`src/rtl/uart_boot_loader.sv`:
```
`default_nettype none
// +------------------------------------------------------------------------+
// | uart_boot_loader: 8N1 serial receiver and framed image loader for TCM  |
// | Holds the core in reset until a checksummed image has been written.    |
// | Rev 1.0                                                                |
// +------------------------------------------------------------------------+
module uart_boot_loader #(
    parameter int CLKS_PER_BIT = 87,
    parameter int MEM_WORDS    = 16384,
    parameter int AW           = 14
) (
    input  logic          clk_i,
    input  logic          rstn_i,
    input  logic          rxd_i,
    output logic          mem_we_o,
    output logic [AW-1:0] mem_addr_o,
    output logic [31:0]   mem_wdata_o,
    output logic          core_rstn_o,
    output logic          busy_o,
    output logic          done_o,
    output logic          err_o
);
    localparam int                 c_cw   = $clog2(CLKS_PER_BIT);
    localparam logic [c_cw-1:0]    c_half = c_cw'(CLKS_PER_BIT / 2 - 1);
    localparam logic [c_cw-1:0]    c_full = c_cw'(CLKS_PER_BIT - 1);
    localparam logic [7:0]         c_sync = 8'hA5;

    typedef enum logic [1:0] {RX_IDLE, RX_START, RX_DATA, RX_STOP} rx_state_t;
    typedef enum logic [2:0] {P_SYNC, P_LEN0, P_LEN1, P_DATA, P_CSUM, P_DONE, P_ERR} p_state_t;

    rx_state_t       r_rx_state, w_rx_nxt;
    logic            r_rx_meta, r_rx_sync, r_rx_prev;
    logic [c_cw-1:0] r_clk_cnt;
    logic [2:0]      r_bit_idx;
    logic [7:0]      r_rx_shift;
    logic            r_byte_vld, r_frame_err;
    logic            w_half, w_bit_end;

    assign w_half    = (r_clk_cnt == c_half);
    assign w_bit_end = (r_clk_cnt == c_full);

    always_comb begin
        w_rx_nxt = r_rx_state;
        case (r_rx_state)
            RX_IDLE:  if (r_rx_prev && !r_rx_sync) w_rx_nxt = RX_START;
            RX_START: if (w_half) w_rx_nxt = r_rx_sync ? RX_IDLE : RX_DATA;
            RX_DATA:  if (w_bit_end && r_bit_idx == 3'd7) w_rx_nxt = RX_STOP;
            RX_STOP:  if (w_bit_end) w_rx_nxt = RX_IDLE;
            default:  w_rx_nxt = RX_IDLE;
        endcase
    end

    always_ff @(posedge clk_i or negedge rstn_i) begin
        if (!rstn_i) begin
            r_rx_state <= RX_IDLE;
            r_rx_meta  <= 1'b1;
            r_rx_sync  <= 1'b1;
            r_rx_prev  <= 1'b1;
            r_clk_cnt  <= '0;
            r_bit_idx  <= '0;
            r_rx_shift <= '0;
            r_byte_vld <= 1'b0;
            r_frame_err <= 1'b0;
        end else begin
            r_rx_state  <= w_rx_nxt;
            r_rx_meta   <= rxd_i;
            r_rx_sync   <= r_rx_meta;
            r_rx_prev   <= r_rx_sync;
            r_byte_vld  <= 1'b0;
            r_frame_err <= 1'b0;
            // Counter restarts at each sample point so later samples land on bit centres
            if (r_rx_state == RX_IDLE || (r_rx_state == RX_START && w_half) || w_bit_end)
                r_clk_cnt <= '0;
            else
                r_clk_cnt <= r_clk_cnt + c_cw'(1);
            if (r_rx_state == RX_START)
                r_bit_idx <= '0;
            if (r_rx_state == RX_DATA && w_bit_end) begin
                r_rx_shift <= {r_rx_sync, r_rx_shift[7:1]};
                r_bit_idx  <= r_bit_idx + 3'd1;
            end
            if (r_rx_state == RX_STOP && w_bit_end) begin
                if (r_rx_sync) r_byte_vld  <= 1'b1;
                else           r_frame_err <= 1'b1;
            end
        end
    end

    p_state_t    r_state, w_state_nxt;
    logic [15:0] r_len, r_idx, w_len, w_idx_inc;
    logic [7:0]  r_sum, w_sum_nxt;
    logic [1:0]  r_byte_cnt;
    logic [23:0] r_word;
    logic        w_active, w_nxt_active;

    assign w_len     = {r_rx_shift, r_len[7:0]};
    assign w_idx_inc = r_idx + 16'd1;
    assign w_sum_nxt = r_sum + r_rx_shift;
    assign w_active  = (r_state == P_LEN0) || (r_state == P_LEN1) ||
                       (r_state == P_DATA) || (r_state == P_CSUM);
    assign w_nxt_active = (w_state_nxt == P_LEN0) || (w_state_nxt == P_LEN1) ||
                          (w_state_nxt == P_DATA) || (w_state_nxt == P_CSUM);

    always_comb begin
        w_state_nxt = r_state;
        if (r_frame_err && w_active) begin
            w_state_nxt = P_ERR;
        end else if (r_byte_vld) begin
            case (r_state)
                P_SYNC: if (r_rx_shift == c_sync) w_state_nxt = P_LEN0;
                P_LEN0: w_state_nxt = P_LEN1;
                P_LEN1: begin
                    if (32'(w_len) > 32'(MEM_WORDS)) w_state_nxt = P_ERR;
                    else if (w_len == 16'd0)         w_state_nxt = P_CSUM;
                    else                             w_state_nxt = P_DATA;
                end
                P_DATA: if (r_byte_cnt == 2'd3 && w_idx_inc == r_len) w_state_nxt = P_CSUM;
                P_CSUM: w_state_nxt = (w_sum_nxt == 8'd0) ? P_DONE : P_ERR;
                default: w_state_nxt = r_state;
            endcase
        end
    end

    always_ff @(posedge clk_i or negedge rstn_i) begin
        if (!rstn_i) begin
            r_state     <= P_SYNC;
            r_len       <= '0;
            r_idx       <= '0;
            r_sum       <= '0;
            r_byte_cnt  <= '0;
            r_word      <= '0;
            mem_we_o    <= 1'b0;
            mem_addr_o  <= '0;
            mem_wdata_o <= '0;
            core_rstn_o <= 1'b0;
            busy_o      <= 1'b0;
            done_o      <= 1'b0;
            err_o       <= 1'b0;
        end else begin
            r_state     <= w_state_nxt;
            mem_we_o    <= 1'b0;
            busy_o      <= w_nxt_active;
            done_o      <= (w_state_nxt == P_DONE);
            err_o       <= (w_state_nxt == P_ERR);
            core_rstn_o <= (w_state_nxt == P_DONE);
            if (r_byte_vld) begin
                case (r_state)
                    P_SYNC: if (r_rx_shift == c_sync) begin
                        r_sum      <= '0;
                        r_idx      <= '0;
                        r_byte_cnt <= '0;
                    end
                    P_LEN0: begin
                        r_len[7:0] <= r_rx_shift;
                        r_sum      <= w_sum_nxt;
                    end
                    P_LEN1: begin
                        r_len[15:8] <= r_rx_shift;
                        r_sum       <= w_sum_nxt;
                    end
                    P_DATA: begin
                        r_sum      <= w_sum_nxt;
                        r_byte_cnt <= r_byte_cnt + 2'd1;
                        // Bytes arrive LSB first, so shift in from the top
                        if (r_byte_cnt == 2'd3) begin
                            mem_we_o    <= 1'b1;
                            mem_addr_o  <= r_idx[AW-1:0];
                            mem_wdata_o <= {r_rx_shift, r_word};
                            r_idx       <= w_idx_inc;
                        end else begin
                            r_word <= {r_rx_shift, r_word[23:8]};
                        end
                    end
                    default: ;
                endcase
            end
        end
    end
endmodule
`default_nettype wire

```
`config.mk`:
```
export PLATFORM = sky130hd
export DESIGN_NAME = uart_boot_loader
export DESIGN_NICKNAME = d
export VERILOG_FILES = /design/src/rtl/uart_boot_loader.sv
export SDC_FILE = /design/constraint.sdc
export NUM_CORES = 1
export LEC_CHECK = 0
export BUFFER_PORTS_ARGS = -buffer_cell sky130_fd_sc_hd__buf_2
export CORE_MARGIN = 8
export CORE_UTILIZATION = 25
export DETAILED_ROUTE_END_ITERATION = 8
export GPL_TIMING_DRIVEN = 0
export PLACE_DENSITY = 0.48
export SETUP_SLACK_MARGIN = 0.4
export SLEW_MARGIN = 20
export SYNTH_ARGS = -nofsm -noshare
export SYNTH_HDL_FRONTEND = slang
export SYNTH_SLANG_ARGS = --single-unit
```
`constraint.sdc`:
```
create_clock -name clk_i -period 7 [get_ports clk_i]
set_input_delay 1.05 -clock clk_i [delete_from_list [all_inputs] [get_ports clk_i]]
set_output_delay 1.05 -clock clk_i [all_outputs]
set_load 0.1 [all_outputs]
```
Word level (Yosys, flattened, before mapping) --
Cells that the tools add are included. W data, S select, Z words.
Operators by class: magnitude comparators 1, eq/ne operators 25, bitwise logic cells 1, multiplexer cells 31, $add $sub $neg 5, reduce and logical (&&, ||, !) cells 32
Operators by type and width (number):
- $mux W16 | 2
- $pmux W16 S2 | 1
- $mux W3 | 8
- $add A16 B1 Y16 const B | 1
- $eq A16 B16 Y1 | 1
- $gt A16 B15 Y1 const B | 1
- $logic_not A16 Y1 | 1
- $pmux W8 S2 | 1
- $eq A3 B3 Y1 const B | 5
- $pmux W3 S5 | 1
- $mux W2 | 7
- $eq A3 B2 Y1 const B | 4
- $reduce_and A3 Y1 | 4
- $ne A2 B2 Y1 const B | 5
- $add A8 B8 Y8 | 1
- $eq A8 B8 Y1 const B | 1
- $logic_not A8 Y1 | 1
- $logic_or A1 B1 Y1 | 8
- $mux W8 | 1
- $pmux W2 S4 | 1
- $reduce_and A4 Y1 | 2
- $add A7 B1 Y7 const B | 1
- $eq A7 B6 Y1 const B | 1
- $eq A7 B7 Y1 const B | 1
- 17 further kinds | 35
Storage, ports and cells: logic and storage cells 117, output and inout bits 51, flip-flop bits (word level) 144

Longest topological paths before layout --
Gate-level depths: netlist of run 1.
depth in word-level cells 11, mapped depth 10

Least setup slack after synthesis of run 1 --
No wires, ideal clock.
path kind reg2reg, from register r_rx_shift[0], to register busy_o, path buffers 0, setup slack 4.055 ns, stages on the path, launching flop included 11, data arrival time 2.820 ns, setup time 0.125 ns, cells stage by stage dfrtp_1 ha_1 fa_1 a211o_1 and3_1 o311ai_0 nor4_1 a2111o_1 a21oi_1 nand2_1 xnor2_1
Between the ends: word-level cells in the longest chain between the ends 10, elaborated cells between the ends (all ways) 19, those cells by class add/sub (1); order compare (1); eq/ne (5); mux (7); reduce/logical (5)
Ends and longest elaborated chain:
- from (decl) | line 35 | logic [7:0] r_rx_shift;
- from (signal assigned) | line 79 | r_rx_shift <= {r_rx_sync, r_rx_shift[7:1]};
- $add A8 B8 Y8 or $logic_not A16 Y1 (tied branches) | line 98, 114
- $logic_not A8 Y1 or $mux W3 (tied branches) | line 118, 114
- $mux W2 or $mux W3 (tied branches) | line 118, 113
- $pmux W3 S5 (*) | line 109 | case (r_state)
- $mux W3 (*) | line 108 | end else if (r_byte_vld) begin
- $mux W3 (*) | line 106 | if (r_frame_err && w_active) begin
- $eq A3 B1 Y1 or $eq A3 B2 Y1 (tied branches) | line 101 | assign w_nxt_active = (w_state_nxt == P_LEN0) || (w_state_nxt == P_LEN1) ||
- $logic_or A1 B1 Y1 (2 in a row) | line 101
- $logic_or A1 B1 Y1 (*) | line 102 | (w_state_nxt == P_DATA) || (w_state_nxt == P_CSUM);
- named net w_nxt_active | line 94 | logic w_active, w_nxt_active;
- to (signal assigned) | line 142 | busy_o <= w_nxt_active;
- to (decl) | line 19 | output logic busy_o,
Mark *: on every way through the listed nets, which the timed path passes. The rest lies on a longest branch. A chain may end at the register's enable or synchronous reset.

Final worst setup path of run 1 --
Ends and elaborated chain as after synthesis.

==> results of run 1 <==
## registers in the layout (all words and copies together), names as in the netlist, named ones only
register / count
busy_o: 1
done_o: 1
err_o: 1
mem_addr_o: 14
mem_wdata_o: 32
mem_we_o: 1
r_bit_idx: 3
r_byte_cnt: 2
r_byte_vld: 1
r_clk_cnt: 7
r_frame_err: 1
r_idx: 16
r_len: 16
r_rx_meta: 1
r_rx_prev: 1
r_rx_shift: 8
r_rx_state: 1
r_rx_sync: 1
r_state: 3
r_sum: 8
r_word: 24
## path summary, 6_finish.rpt
| kind | start | to | depth (start not counted) |
|---|---|---|---|
| max in group asynchronous | rstn_i | r_rx_prev | 2 |
| worst max-delay path | r_rx_shift[0] | busy_o | 10 |
| worst min-delay path | r_rx_meta | r_rx_sync | 0 |
| worst min register to register | r_rx_meta | r_rx_sync | 0 |
| min in group asynchronous | rstn_i | mem_addr_o[4] | 1 |
| worst max register to register | r_rx_shift[0] | busy_o | 10 |
## kinds of logic (layout without fill, tap and decap cells)
| logic type | after synthesis | after routing |
|---|---|---|
| buf+inv | 52 | 138 |
| mux | 48 | 48 |
| xor+xnor | 33 | 33 |
| simple gates | 299 | 299 |
| fa+ha+maj | 14 | 14 |
| compound gates | 105 | 105 |
| flops | 144 | 144 |
## report_power, final
| part | switching, mW | internal (mW) | leakage (nW) |
|---|---|---|---|
| registers | 0.0235 | 0.857 | 1.99 |
| clock network | 0.363 | 0.562 | 0.287 |
| logic | 0.0501 | 0.0364 | 1.91 |
## layout make-up
type                            instances  area (µm²)
Fill cell                            2917       19310
Buffer                                 41       224.0
Multi-Input combinational cell        499        3148
Inverter                               11       41.29
Tap cell                              378       473.0
Clock buffer                           19       432.9
Sequential cell                       144        3607
Timing Repair Buffer                   54       302.8
Clock inverter                         13       163.9
## critical path: stages, from the launching register on
cell      delay [ns]
dfrtp_1         0.52
ha_1            0.32
fa_1            0.42
a211o_1         0.32
and3_1          0.21
o311ai_0        0.63
nor4_1          0.21
a2111o_1        0.41
a21oi_1         0.17
nand2_1         0.09
xnor2_1         0.13
## metal layers
layer  vias to the layer above  routed length (µm)
met5                         -                   0
met4                         0                 197
met3                        19                 742
met2                        77                8329
met1                      2590                8533
li1                       2568                   -
## per-stage QoR
stage | utilization (%) | total power, mW
6_report | 30.29 | 1.892
4_1_cts | 30.29 | 1.927
5_1_grt | 30.29 | 1.973
3_3_place_gp | 28.00 | 0.9812
3_5_place_dp | 28.14 | 0.9840
2_1_floorplan | - | 0.9482
## Yosys cell counts (2+ instances only)
master	number	area share [%]
nor2b_1	4	0.36
nand2_1	172	9.2
a211o_1	2	0.25
nor2_1	33	1.8
nand3b_1	2	0.21
dfrtp_1	141	50
and4_1	4	0.50
or2_2	5	0.45
and3_1	10	0.89
nor3_1	9	0.64
clkbuf_1	27	1.4
o21ai_0	30	2.1
o31ai_1	5	0.53
a22o_1	12	1.5
a41oi_1	2	0.25
xnor2_1	20	2.5
nand4_1	11	0.98
ha_1	13	2.3
mux2_2	48	7.7
a311oi_1	4	0.50
dfstp_2	3	1.1
a221oi_1	6	0.75
nor3b_1	8	0.86
nor4_1	6	0.53
o2bb2ai_1	2	0.25
xor2_1	13	1.6
buf_6	2	0.32
and2_1	5	0.45
a21oi_1	17	1.2
inv_1	10	0.53
nand2b_1	4	0.36
a211oi_1	3	0.32
o311ai_0	2	0.25
buf_4	3	0.32
o21a_1	2	0.21
buf_2	3	0.21
a31oi_1	2	0.18
buf_1	2	0.11
nand3_1	13	0.93
clkbuf_8	4	0.78
==> flow_metrics.tcl, run 1 <==
set metrics [dict create \
    mappedNetlistNets 712 \
    clockRootBuffer "clkbuf_16" \
    fmax_mhz 282.1 \
    max-vdd-ir-drop_mv 0.1279 \
    crit_type "flop to flop" \
    syn_inst 695 \
    required_ns 7.30 \
    clk_latency_ns 0.42 \
    synthDistinctLibCells 71 \
    grt_use_total_pct 10.99 \
    maxSlewViolCount 0 \
    crit_fanout 8 \
    async_reset_ff_share_pct 100.0 \
    finalHoldViolCount 0 \
    numCtsBuffers 17 \
    yosysSeqAreaShare_pct 51.38 \
    cts.clk_slew.worst_paths_ns 0.06 \
    grt_max_degree 96 \
    use_met1_pct 14.79 \
    num_io_pins 54 \
    postRouteWirelength_um 17800 \
    layout-drive-gt1-share_pct 21.13 \
    fp.dieArea_um2 33700 \
    antenna_found_initial 0 \
    cts_max_level 4 \
    p_leak_nw 4.185 \
    r2r_slack_ns 3.46 \
    synth_edf_count 0 \
    synth-compound-area-share_pct 10.48 \
    port_buffers 53 \
    nets 785 \
    finalSetupViolations 0 \
    power.density_nw_per_um2 225.4 \
    cts_setup_buffers 0 \
    arrival_ns 3.84 \
    viasPerCell 4.533 \
    vias 5254 \
    first_pass_iters 4 \
    ys_ff_latch 144 \
    fp-row-count 61 \
    start_kind "flop" \
    min_path_type "flop to flop" \
    die_h_um 183.6 \
    cts_tree "yes" \
    holdBufCountCts 0 \
    slew_headroom_pct 32.29 \
    min_period_over_period_pct 50.63 \
    muxShareOfSynthArea_pct 7.699 \
    pre_cts_ws_ns 3.496 \
    synthAdderAreaFrac_pct 2.602 \
    antenna_left 0 \
    tns_ns 0 \
    rsz0062_at_grt "no" \
    period_needed_ns 3.544 \
    synth_xor_area_share_pct 4.117 \
    status "finished, final reports clean" \
    core_um2 27710 \
    layout_common_cells "172 x nand2_1, 141 x dfrtp_1, 55 x buf_2" \
    final_common_cell "nand2_1" \
    yosysWarnings 0 \
    holdWs_ns 0.3571 \
    dp_hpwl_um 12300 \
    grt_pass1_vias 5362 \
    worst_pin_slew_ns 1.008 \
    place_area_um2 7796 \
    area_growth_pct 19.55 \
    antenna_cells 0 \
    synth_top_family_by_area "simple AND/OR/NAND/NOR gates" \
    use_met2_pct 17.26 \
    syn_area_um2 7020 \
    synth_simple_gate_area_share_pct 19.94 \
    clkSinkCount 144 \
    chipWidth_um 183.6 \
    grt-busiest-layer "met2" \
    grt_overflow_total 0 \
    fin_area_um2 8393 \
    cts_resized 0 \
    drc 0 \
    dp.cells 1127 \
    synth_ff_type "dfrtp_1" \
    grt_pass1_wl_um 29590 \
    cts_buffer_depth 2 \
    met3_usage_pct 2.470 \
    fin_ws_ns 3.456 \
    wire_per_inst_um 15.36 \
    syn_area_per_cell_um2 10.10 \
    first_iter_violations 265 \
    cp-end-kind "flop" \
    instances_no_fill 1159 \
    cap_viol_max_count 0 \
    clock_skew_ns 0.01644 \
    routabilityCongestion 0.8120 \
    start_util_pct 25.34 \
]
Note: power is estimated with default switching activity, not from simulation.
==> run 2: changes to the inputs <==
Settings changed: PLACE_DENSITY 0.48 to 0.49.
Clock period 7 ns to 3.08 ns, I/O delays scaled along.
==> flow_metrics.tcl, run 2 (synthesis gave the netlist of run 1 again) <==
set metrics [dict create \
    antenna_found_initial 0 \
    maxSlewViolCount 0 \
    status "finished, final reports clean" \
    reg_top3 "mem_wdata_o x32, r_word x24" \
    cp-end-kind "flop" \
    fmax_mhz 358.8 \
    antenna_left 0 \
    fp-row-count 61 \
    arrival_ns 3.09 \
    min_path_type "input port to async pin" \
    regMostFlops "mem_wdata_o" \
    p_total_mw 4.326 \
    fp.dieArea_um2 33700 \
    power.density_nw_per_um2 492.8 \
    combinationalPowerShare_pct 4.6 \
    die_h_um 183.6 \
    crit_fanout 3 \
    postRouteWirelength_um 17980 \
    num_io_pins 54 \
    layout_common_cells "171 x nand2_1, 134 x dfrtp_1, 55 x buf_2" \
    start_kind "flop" \
    clkSinkCount 144 \
    vias 5328 \
    antenna_cells 0 \
    clock_skew_ns 0.009829 \
    start_util_pct 25.34 \
    first_pass_iters 4 \
    max-vdd-ir-drop_mv 0.2891 \
    port_buffers 53 \
    cts_tree "yes" \
    grt_pass1_vias 5403 \
    grt_overflow_total 0 \
    clkPwrFrac_pct 49.1 \
    grt_use_total_pct 11.07 \
    finalHoldViolCount 0 \
    drc 0 \
    largest_reg_flops 32 \
    routed-wl-met2_um 8428 \
    routed.top_layer "met4" \
    required_ns 3.38 \
    p_sw_mw 0.9949 \
    dp_hpwl_um 12250 \
    worst_pin_slew_ns 0.8791 \
    p_leak_nw 4.281 \
    final_common_cell "nand2_1" \
    clk_latency_ns 0.42 \
    instances_no_fill 1171 \
    power_frac_seq_pct 46.3 \
    routabilityCongestion 0.8113 \
    viasPerCell 4.550 \
    holdBufCountCts 0 \
    core_um2 27710 \
    cts.clk_slew.worst_paths_ns 0.06 \
    grt_max_degree 76 \
    wl_met1_um 8649 \
    rsz0062_at_grt "yes" \
    switching_share_pct 23.00 \
    cap_viol_max_count 0 \
    dp.cells 1127 \
    grt_pass1_wl_um 29800 \
    min_period_over_period_pct 90.49 \
    period_needed_ns 2.787 \
    first_iter_violations 404 \
    area_growth_pct 25.04 \
    finalSetupViolations 0 \
    internal-power_mw 3.331 \
    layout-drive-gt1-share_pct 27.74 \
    clockRootBuffer "clkbuf_16" \
    chipWidth_um 183.6 \
    fin_util_pct 31.69 \
    r2r_slack_ns 0.29 \
    cts_buffer_depth 2 \
    wl_met3_um 803 \
    crit_type "flop to flop" \
    wire_per_inst_um 15.35 \
    numCtsBuffers 17 \
    nets 797 \
    slew_headroom_pct 41.18 \
    cts_max_level 4 \
]
## run 2: power by group through the flow
stage	Clock, mW	Sequential (mW)	Combinational [mW]
4_1_cts	2.19	2.00	0.207
6_report	2.12	2.00	0.200
2_1_floorplan	0	2.02	0.133
5_1_grt	2.28	2.01	0.239
3_5_place_dp	0	2.04	0.207
3_3_place_gp	0	2.04	0.195
## run 2: per-layer routing
metal / track usage [%] / vias to the layer above
li1: - / 2601
met5: 0 / -
met4: 2.960 / 0
met1: 14.56 / 2638
met2: 17.50 / 77
met3: 3.241 / 12
## run 2: final cells by class
| class | instances | area (µm²) |
|---|---|---|
| fill | 2914 | 18930 |
| sequential | 144 | 3616 |
| multi-input combinational | 499 | 3411 |
| tap | 378 | 473.0 |
| clock buffer | 20 | 446.7 |
| timing repair buffer | 66 | 392.9 |
| buffer | 41 | 239.0 |
| clock inverter | 12 | 158.9 |
| inverter | 11 | 41.29 |
## run 2: critical path, stage by stage, from the launching register on
cell	delay (ns)
dfrtp_2	0.43
ha_4	0.17
fa_2	0.35
a211o_1	0.31
and3_4	0.21
o311ai_4	0.36
nor4_4	0.09
a2111o_1	0.40
a21oi_2	0.14
nand2_1	0.08
xnor2_1	0.12
## run 2: per-stage QoR
step	hold slack, ns	TNS (ns)	cell area, µm²	worst slack [ns]
after detailed placement	0.3475	-0.6725	7811	-0.2651
after CTS	0.04115	0	8693	0.3070
after global placement	0.3465	-103.86	7774	-0.7478
after floorplan	0.1664	0	7036	0.4037
final	0.0007974	0	8778	0.2930
after global routing	0.06295	0	8778	0.1907
## run 2: final timing paths
kind	end	depth (start not counted)	from
worst max-delay path	busy_o	10	r_rx_shift[0]
worst min-delay path	mem_addr_o[0]	1	rstn_i
worst max register to register	busy_o	10	r_rx_shift[0]
worst min register to register	r_rx_sync	0	r_rx_meta
max in group asynchronous	r_rx_shift[0]	2	rstn_i
min in group clk_i	r_rx_meta	1	rxd_i
## run 2: repair_timing
| item | 4_1_cts | 5_1_grt |
|---|---|---|
| endpoints found under the hold margin | 0 | 0 |
| resized for setup | 40 | 18 |
| buffers inserted | 10 | 2 |
| endpoints found under the setup margin | 26 | 24 |
| pin swaps | 10 | 10 |
==> run 3: changes to the inputs <==
Settings changed: PLACE_DENSITY 0.49 to 0.48.
Clock period 3.08 ns to 2.8 ns, I/O delays scaled along.
==> flow_metrics.tcl, run 3 (synthesis gave the netlist of run 1 again) <==
set metrics [dict create \
    arrival_ns 3.08 \
    power.density_nw_per_um2 558.9 \
    finalSetupViolations 0 \
    startpoint "r_rx_shift[0]" \
    fp.dieArea_um2 33700 \
    critical_path_buf_inv_count 1 \
    dp.cells 1127 \
    largest_reg_flops 32 \
    rsz0062_at_grt "yes" \
    chipWidth_um 183.6 \
    grt_pass1_vias 5543 \
    start_kind "flop" \
    min_path_type "input port to flop" \
    period_needed_ns 2.775 \
    grt_pass1_wl_um 30280 \
    port_buffers 53 \
    grt-busiest-layer "met2" \
    reg_top3 "mem_wdata_o x32, r_word x24" \
    path_cells "ha_4 > fa_2 > a211o_1 > nand4_1 > o311ai_4 > buf_4 > o41ai_4 > o22ai_2 > a21oi_2 > nand2_1 > xnor2_1" \
    fmax_mhz 360.4 \
    dp_hpwl_um 12350 \
    cp.depth 11 \
    cts_max_level 4 \
    r2r-start "r_rx_shift[0]" \
    slowest_stage "dfrtp_2" \
    crit_type "flop to flop" \
    max-vdd-ir-drop_mv 0.2982 \
    grt_max_degree 93 \
    cp-end-kind "flop" \
    num_io_pins 54 \
    use_met1_pct 15.00 \
    nets 801 \
    die_h_um 183.6 \
    vias 5371 \
    required_ns 3.11 \
    routabilityCongestion 0.8134 \
    regMostFlops "mem_wdata_o" \
    use_met2_pct 17.76 \
    instances_no_fill 1175 \
    core_um2 27710 \
    first_pass_iters 5 \
    wire_per_inst_um 15.37 \
    p_leak_nw 4.357 \
    grt_use_total_pct 11.20 \
    worst_pin_slew_ns 0.7368 \
    r2r-end "busy_o" \
    cap_viol_max_count 0 \
    antenna_left 0 \
    min_period_over_period_pct 99.10 \
    antenna_cells 0 \
    r2r_cells 11 \
    drc 0 \
    cts.clk_slew.worst_paths_ns 0.06 \
    maxSlewViolCount 0 \
    slew_headroom_pct 50.88 \
    crit_family "compound AO/OA/AOI/OAI gates" \
    layout-drive-gt1-share_pct 29.36 \
    grt_overflow_total 0 \
    crit_fanout 3 \
    endpoint "busy_o" \
    start_util_pct 25.34 \
    slowest_delay_ns 0.43 \
    clockRootBuffer "clkbuf_16" \
    numCtsBuffers 17 \
    area_growth_pct 26.20 \
    clkSinkCount 144 \
    viasPerCell 4.571 \
    antenna_found_initial 0 \
    clk_latency_ns 0.42 \
    cts_tree "yes" \
    finalHoldViolCount 0 \
    cts_buffer_depth 2 \
    r2r_slack_ns 0.03 \
    met3_usage_pct 2.984 \
    clock_skew_ns 0.008197 \
    final_common_cell "nand2_1" \
    first_iter_violations 358 \
    fp-row-count 61 \
    layout_common_cells "171 x nand2_1, 133 x dfrtp_1, 56 x buf_2" \
    p_total_mw 4.952 \
    postRouteWirelength_um 18060 \
    status "finished, final reports clean" \
]
-- run 3: cell count changes in the layout (fill, tap and decap cells not counted), sizes merged --
cell | previous run | this run
bufinv | 3 | 5
clkbuf | 51 | 46
buf | 76 | 81
inv | 12 | 13
dlygate4sd3 | 0 | 1
-- run 3: through the flow --
step / TNS, ns / hold slack (ns) / worst slack, ns / util, % / cell area (µm²)
final: 0 / 0.09539 / 0.02523 / 31.98 / 8860
after global routing: -0.1287 / 0.07322 / -0.07346 / 31.98 / 8860
after detailed placement: -1.460 / 0.3468 / -0.4024 / 28.33 / 7849
after CTS: -0.03588 / 0.07063 / -0.03588 / 31.78 / 8805
after floorplan: 0 / 0.1244 / 0.1892 / - / 7073
after global placement: -136.40 / 0.3470 / -0.9704 / 28.19 / 7811
-- run 3: timing repair --
item                       CTS  global route
hold endpoints to repair    52             0
gates cloned                 0             0
pin swaps                   17            10
gates resized for setup     38            25
setup endpoints to repair   45            73
setup buffers               15             0
hold buffers                 1             0
-- run 3: worst reg2reg max path, stage by stage, from the launching register on --
cell and delay [ns]:
dfrtp_2 0.43, ha_4 0.17, fa_2 0.34, a211o_1 0.31
nand4_1 0.15, o311ai_4 0.15, buf_4 0.18, o41ai_4 0.42
o22ai_2 0.14, a21oi_2 0.17, nand2_1 0.09, xnor2_1 0.12
-- run 3: worst min path at each step --
stage,cells past startpoint,startpoint,slack (ns),to
after global routing,1,rxd_i,0.07,r_rx_meta
after global placement,0,r_rx_meta,0.35,r_rx_sync
after CTS,1,rxd_i,0.07,r_rx_meta
after detailed placement,0,r_rx_meta,0.35,r_rx_sync
final,1,rxd_i,0.1,r_rx_meta
after floorplan,0,rstn_i,0.12,async pin
-- run 3: where the power goes --
group	internal [mW]	switching, mW
clock network	1.59	0.933
logic	0.0926	0.128
registers	2.14	0.0623
total	3.83	1.12
-- run 3: final cells by class --
class / count / area (µm²)
clock buffers: 17 / 425.4
inverters: 11 / 41.29
clock inverters: 15 / 234.0
flip-flops and latches: 144 / 3617
well taps: 378 / 473.0
repair buffers: 70 / 429.2
multi-input cells: 499 / 3391
fillers: 2878 / 18850
plain buffers: 41 / 249.0
-- run 3: per-layer routing --
layer / part of all wire [%] / vias to the layer above
met5: 0 / -
met4: 1.2 / 0
met3: 4.1 / 15
met2: 46 / 84
met1: 49 / 2665
li1: - / 2607
